$ cat config.mk
export PLATFORM = sky130hd
export DESIGN_NAME = vga_stream_gen
export DESIGN_NICKNAME = d
export VERILOG_FILES = /design/src/rtl/vga_stream_gen.sv
export SDC_FILE = /design/constraint.sdc
export NUM_CORES = 1
export LEC_CHECK = 0
export CAP_MARGIN = 20
export CORE_MARGIN = 4
export CORE_UTILIZATION = 58
export DETAILED_ROUTE_END_ITERATION = 10
export PLACE_DENSITY = 0.91
export SETUP_SLACK_MARGIN = 0.1
export SLEW_MARGIN = 25
export SYNTH_ARGS = -nofsm -noshare
export SYNTH_HDL_FRONTEND = slang
export SYNTH_SLANG_ARGS = --single-unit
$ cat constraint.sdc
create_clock -name px_clk -period 4.25 [get_ports px_clk]
set_clock_uncertainty 0.1 [all_clocks]
set_input_delay 0.85 -clock px_clk [delete_from_list [all_inputs] [get_ports px_clk]]
set_output_delay 0.85 -clock px_clk [all_outputs]
set_load 0.01 [all_outputs]
$ cat src/rtl/vga_stream_gen.sv
// vga_stream_gen: free-running VGA timing source producing a registered
// 23-bit pixel stream {XC, YC, HS, VS, Active}, a one-cycle end-of-visible-
// frame strobe and an 8-bit completed-frame counter.
module vga_stream_gen #(
    parameter int H_VISIBLE = 640,
    parameter int H_FRONT   = 16,
    parameter int H_SYNC    = 96,
    parameter int H_BACK    = 48,
    parameter int V_VISIBLE = 480,
    parameter int V_FRONT   = 10,
    parameter int V_SYNC    = 2,
    parameter int V_BACK    = 33,
    parameter bit HS_POL    = 1'b0,
    parameter bit VS_POL    = 1'b0
) (
    input  logic        px_clk,
    input  logic        reset,
    input  logic        en,
    output logic [22:0] VGAStr_o,
    output logic        endframe,
    output logic [7:0]  frame_cnt
);

    localparam int H_TOTAL = H_VISIBLE + H_FRONT + H_SYNC + H_BACK;
    localparam int V_TOTAL = V_VISIBLE + V_FRONT + V_SYNC + V_BACK;

    // Sync windows end one past the last sync pixel/line, which can reach
    // 1024, so those bounds are compared at 11 bits.
    localparam logic [9:0]  H_LAST   = 10'(H_TOTAL - 1);
    localparam logic [9:0]  V_LAST   = 10'(V_TOTAL - 1);
    localparam logic [9:0]  H_VIS    = 10'(H_VISIBLE);
    localparam logic [9:0]  V_VIS    = 10'(V_VISIBLE);
    localparam logic [9:0]  H_EF     = 10'(H_VISIBLE - 1);
    localparam logic [9:0]  V_EF     = 10'(V_VISIBLE - 1);
    localparam logic [10:0] HS_START = 11'(H_VISIBLE + H_FRONT);
    localparam logic [10:0] HS_END   = 11'(H_VISIBLE + H_FRONT + H_SYNC);
    localparam logic [10:0] VS_START = 11'(V_VISIBLE + V_FRONT);
    localparam logic [10:0] VS_END   = 11'(V_VISIBLE + V_FRONT + V_SYNC);

    // Counters are 10 bits wide; larger timings cannot be represented.
    if (H_TOTAL > 1024 || V_TOTAL > 1024) begin : g_bad_timing
        $error("vga_stream_gen: H_TOTAL and V_TOTAL must not exceed 1024");
    end

    logic [9:0] x_cnt;
    logic [9:0] y_cnt;
    logic [9:0] x_next;
    logic [9:0] y_next;
    logic       frame_wrap;
    logic       hs_on;
    logic       vs_on;
    logic       active_on;
    logic       endframe_on;

    // Next counter position; the frame wraps when both counters roll over.
    always_comb begin
        // NOTE: every combinational output gets a default first so no path
        // leaves it unassigned, which would otherwise infer a latch.
        x_next     = x_cnt + 10'd1;
        y_next     = y_cnt;
        frame_wrap = 1'b0;
        if (x_cnt == H_LAST) begin
            x_next = '0;
            y_next = y_cnt + 10'd1;
            if (y_cnt == V_LAST) begin
                y_next     = '0;
                frame_wrap = 1'b1;
            end
        end
    end

    // Stream fields decoded from the current counter position.
    always_comb begin
        hs_on       = ({1'b0, x_cnt} >= HS_START) && ({1'b0, x_cnt} < HS_END);
        vs_on       = ({1'b0, y_cnt} >= VS_START) && ({1'b0, y_cnt} < VS_END);
        active_on   = (x_cnt < H_VIS) && (y_cnt < V_VIS);
        endframe_on = (x_cnt == H_EF) && (y_cnt == V_EF);
    end

    // Counter and output registers; reset wins over en, en=0 freezes all.
    always_ff @(posedge px_clk) begin
        // NOTE: sequential state uses non-blocking assignments so every
        // register samples pre-edge values and the outputs stay coherent.
        if (reset) begin
            x_cnt     <= '0;
            y_cnt     <= '0;
            VGAStr_o  <= {10'd0, 10'd0, ~HS_POL, ~VS_POL, 1'b0};
            endframe  <= 1'b0;
            frame_cnt <= '0;
        end else if (en) begin
            x_cnt     <= x_next;
            y_cnt     <= y_next;
            VGAStr_o  <= {x_cnt, y_cnt,
                          hs_on ? HS_POL : ~HS_POL,
                          vs_on ? VS_POL : ~VS_POL,
                          active_on};
            endframe  <= endframe_on;
            if (frame_wrap) begin
                frame_cnt <= frame_cnt + 8'd1;
            end
        end
    end

endmodule
==> results.md <==
- Global route total overflow: 0
- Routed vias: 1,984
- Horizontal extent of the die: 72.1 um
- Seq/Total Area, Yosys: 0.437
- Endpoints failing hold: 0
- Syn Area/Cell: 9.27 um2
- Clock Latency Late Sink: 0.31 ns
- Peak Freq: 0.367 GHz
- Post-route ant nets: 0
- Sum of internal, switching and leakage power: 0.894 mW
- Post-route clock period utilization: 0.641
- Most common cell after layout, fill and taps aside: sky130_fd_sc_hd__dfxtp_1
- Final antenna diode count: 0
- Total Nets Final: 296
- Combinational power share: 0.036
- Clock transition time at the flip-flop clock pins of the worst setup and hold paths: 0.09 ns
- Synth Warn #: 0
- Placed wire-length estimate: 3750 um
- Clock tree from TritonCTS: built
- Peak fanout along the critical path: 9
- Kind of end point of the critical path: register
- Switching power: 0.184 mW
- Fraction of power spent switching nets: 0.206
- Vias per inst: 5.87
- Ys async rst share: 0
- Overall routed net length: 5270 um
- Total Neg Setup Slack: 0 ns
- Initial drt markers: 109
- Final routed wire length divided by cell count: 15.6 um
- Last weighted congestion value of the routability-driven placer: 0.798
- WP data arrival: 2.83 ns
- Hold buffers post-CTS: 0
- Number of sinks on the clock net: 52
- H-tree depth: 2
- Largest cells by area after synthesis: sky130_fd_sc_hd__dfxtp_1 44%, sky130_fd_sc_hd__mux2i_1 8.4%, sky130_fd_sc_hd__nor2_1 5.4%
- Share of the synthesized area in the top cell type: 0.437
- Effective utilization at floorplan: 0.596
- Final max-slew violation count: 0
- Gate count after technology mapping: 257
- HP Class: register to register
- Slack of the critical path: 1.52 ns
- Number of unique standard cell types used by synthesis: 43
- Synth-to-Final Area Change: 20.2%
- Die Y: 72.1 um
- Post-DP Area: 2740 um2
- Count of buffers from port buffering: 34
- Crit path required time: 4.35 ns
- RSZ-0062 raised after global routing: false
- Outcome: complete, no violations
- Worst-case setup slack after placement: 1.24 ns
- Total routing resource utilization after global routing: 0.220
- Flip-flop cell with the highest count after synthesis: sky130_fd_sc_hd__dfxtp_1
- PD cells: 312 nW/um2
- Startpoint kind of the worst setup timing path: input pin
- Post-route cell area: 2870 um2
- Number of nets produced by synthesis: 266
- Clock period minus worst slack: 2.73 ns
- Slew HR: 0.448
- Actual slew at the worst max-slew pin: 0.825 ns
- Int Pwr: 0.710 mW
- Fraction of power consumed by sequential logic: 0.550
- Critical path class: input pin to register
- Synth area leader: sky130_fd_sc_hd__dfxtp_1
- Post-synthesis instance area: 2380 um2
- Antenna violations before repair: 0
- Row Count: 23
- Filler cell count in the final layout: 324
- Share of cells above drive strength 1: 0.0660
- Worst-case vdd ir drop: 0.279 mV
- Post-detailed-route DRC marker count: 0
- Commonest cells after routing, fill and taps aside: 52 x sky130_fd_sc_hd__dfxtp_1, 34 x sky130_fd_sc_hd__nor2_1, 34 x sky130_fd_sc_hd__clkdlybuf4s50_1
- Post-CTS repair timing setup buffer count: 0
- Gates resized, CTS repair: 0
- First-pass GRT wire length: 9140 um
- Static leakage: 1.06 nW
- Number of flops mapped to enable cells by yosys: 0
- Core Region: 4000 um2
- Post-layout util: 0.716
- I/O Pins: 35
- Number of buffers created by CTS: 5
- Die area: 5200 um2
- Maximum number of pins on one net before global-route repair: 26
- Number of synthesized register bits: 52
- Iteration count of the initial detailed-routing pass: 4
- Clock share of power: 0.413
- Number of buffers on the longest clock path: 2
- Buffer type at the clock tree root: sky130_fd_sc_hd__clkbuf_8
- Number of global-route vias before repair: 1,907
- Final setup fails: 0
- Max capacitance violation total: 0
-- synthesized netlist by cell type, types with 2 or more instances --
cell type	n
sky130_fd_sc_hd__nor2_1	34
sky130_fd_sc_hd__nand4_1	7
sky130_fd_sc_hd__ha_1	6
sky130_fd_sc_hd__dfxtp_1	52
sky130_fd_sc_hd__inv_1	8
sky130_fd_sc_hd__and2_1	3
sky130_fd_sc_hd__buf_2	5
sky130_fd_sc_hd__o31ai_1	7
sky130_fd_sc_hd__nand2_1	13
sky130_fd_sc_hd__nand3_1	12
sky130_fd_sc_hd__nor2b_1	3
sky130_fd_sc_hd__or4_1	10
sky130_fd_sc_hd__and3_1	4
sky130_fd_sc_hd__or3_1	3
sky130_fd_sc_hd__nand2b_1	2
sky130_fd_sc_hd__xnor2_1	5
sky130_fd_sc_hd__nor3_1	3
sky130_fd_sc_hd__nand4b_1	2
sky130_fd_sc_hd__a21oi_1	18
sky130_fd_sc_hd__o21ai_0	8
sky130_fd_sc_hd__clkbuf_1	7
sky130_fd_sc_hd__mux2i_1	20
sky130_fd_sc_hd__xor2_1	5
-- cell type report --
cell class / count / area [um2] / area share
flip-flops and latches: 52 / 1040 / 0.363
clock buffers: 7 / 96.3 / 0.0336
clock inverters: 1 / 30.0 / 0.0105
inverters: 8 / 30.0 / 0.0105
well taps: 50 / 62.6 / 0.0218
repair buffers: 36 / 355 / 0.124
multi-input cells: 184 / 1250 / 0.436
-- worst max-delay path, cell delays in order --
cell and delay [ns]:
sky130_fd_sc_hd__clkdlybuf4s50_1 0.73, sky130_fd_sc_hd__and4b_1 0.38, sky130_fd_sc_hd__nand3_4 0.15, sky130_fd_sc_hd__nor4_1 0.35
sky130_fd_sc_hd__mux2_2 0.37
-- through the flow --
step / hold WS, ns / cells
5_1_grt: 0.416 / 338
2_1_floorplan: 0.378 / 257
4_1_cts: 0.376 / 338
6_report: 0.376 / 338
3_3_place_gp: 0.353 / 330
3_5_place_dp: 0.364 / 330
-- routing by layer --
| metal | part of all wire | GRT usage | vias up |
|---|---|---|---|
| li1 | - | - | 977 |
| met1 | 0.46 | 0.294 | 944 |
| met2 | 0.47 | 0.343 | 53 |
| met3 | 0.050 | 0.0568 | 10 |
| met4 | 0.020 | 0.0835 | 0 |
| met5 | 0 | 0 | - |
-- path summary, 6_finish.rpt --
| kind | slack, ns | start | cells after the start | endpoint |
|---|---|---|---|---|
| worst max-delay path | 1.52 | en | 5 | frame_cnt[7] |
| worst min register to register | 0.38 | endframe | 2 | endframe |
| worst max register to register | 2.06 | y_cnt[0] | 6 | frame_cnt[7] |
| worst min-delay path | 0.38 | endframe | 2 | endframe |
-- registers in the layout (all words and copies together) (netlist names) --
| name | cells |
|---|---|
| VGAStr_o | 23 |
| x_cnt | 10 |
| y_cnt | 10 |
| frame_cnt | 8 |
| endframe | 1 |
-- power by group through the flow --
stage | combinational (mW) | sequential [mW] | clock (mW)
6_report | 0.0326 | 0.492 | 0.370
5_1_grt | 0.0358 | 0.493 | 0.391
4_1_cts | 0.0330 | 0.492 | 0.374
3_5_place_dp | 0.0326 | 0.504 | 0
3_3_place_gp | 0.0319 | 0.503 | 0
2_1_floorplan | 0.0222 | 0.504 | 0
-- cell families after synthesis --
logic type,share of synthesized area
muxes,0.0934
xor gates and xnor gates,0.0367
DFF,0.437
buffers and inverters,0.0388
adders and majority gates,0.0315
and+or+nand+nor,0.276
AOI/OAI and AO/OA,0.0866
Power figures use the tool's default switching activity.
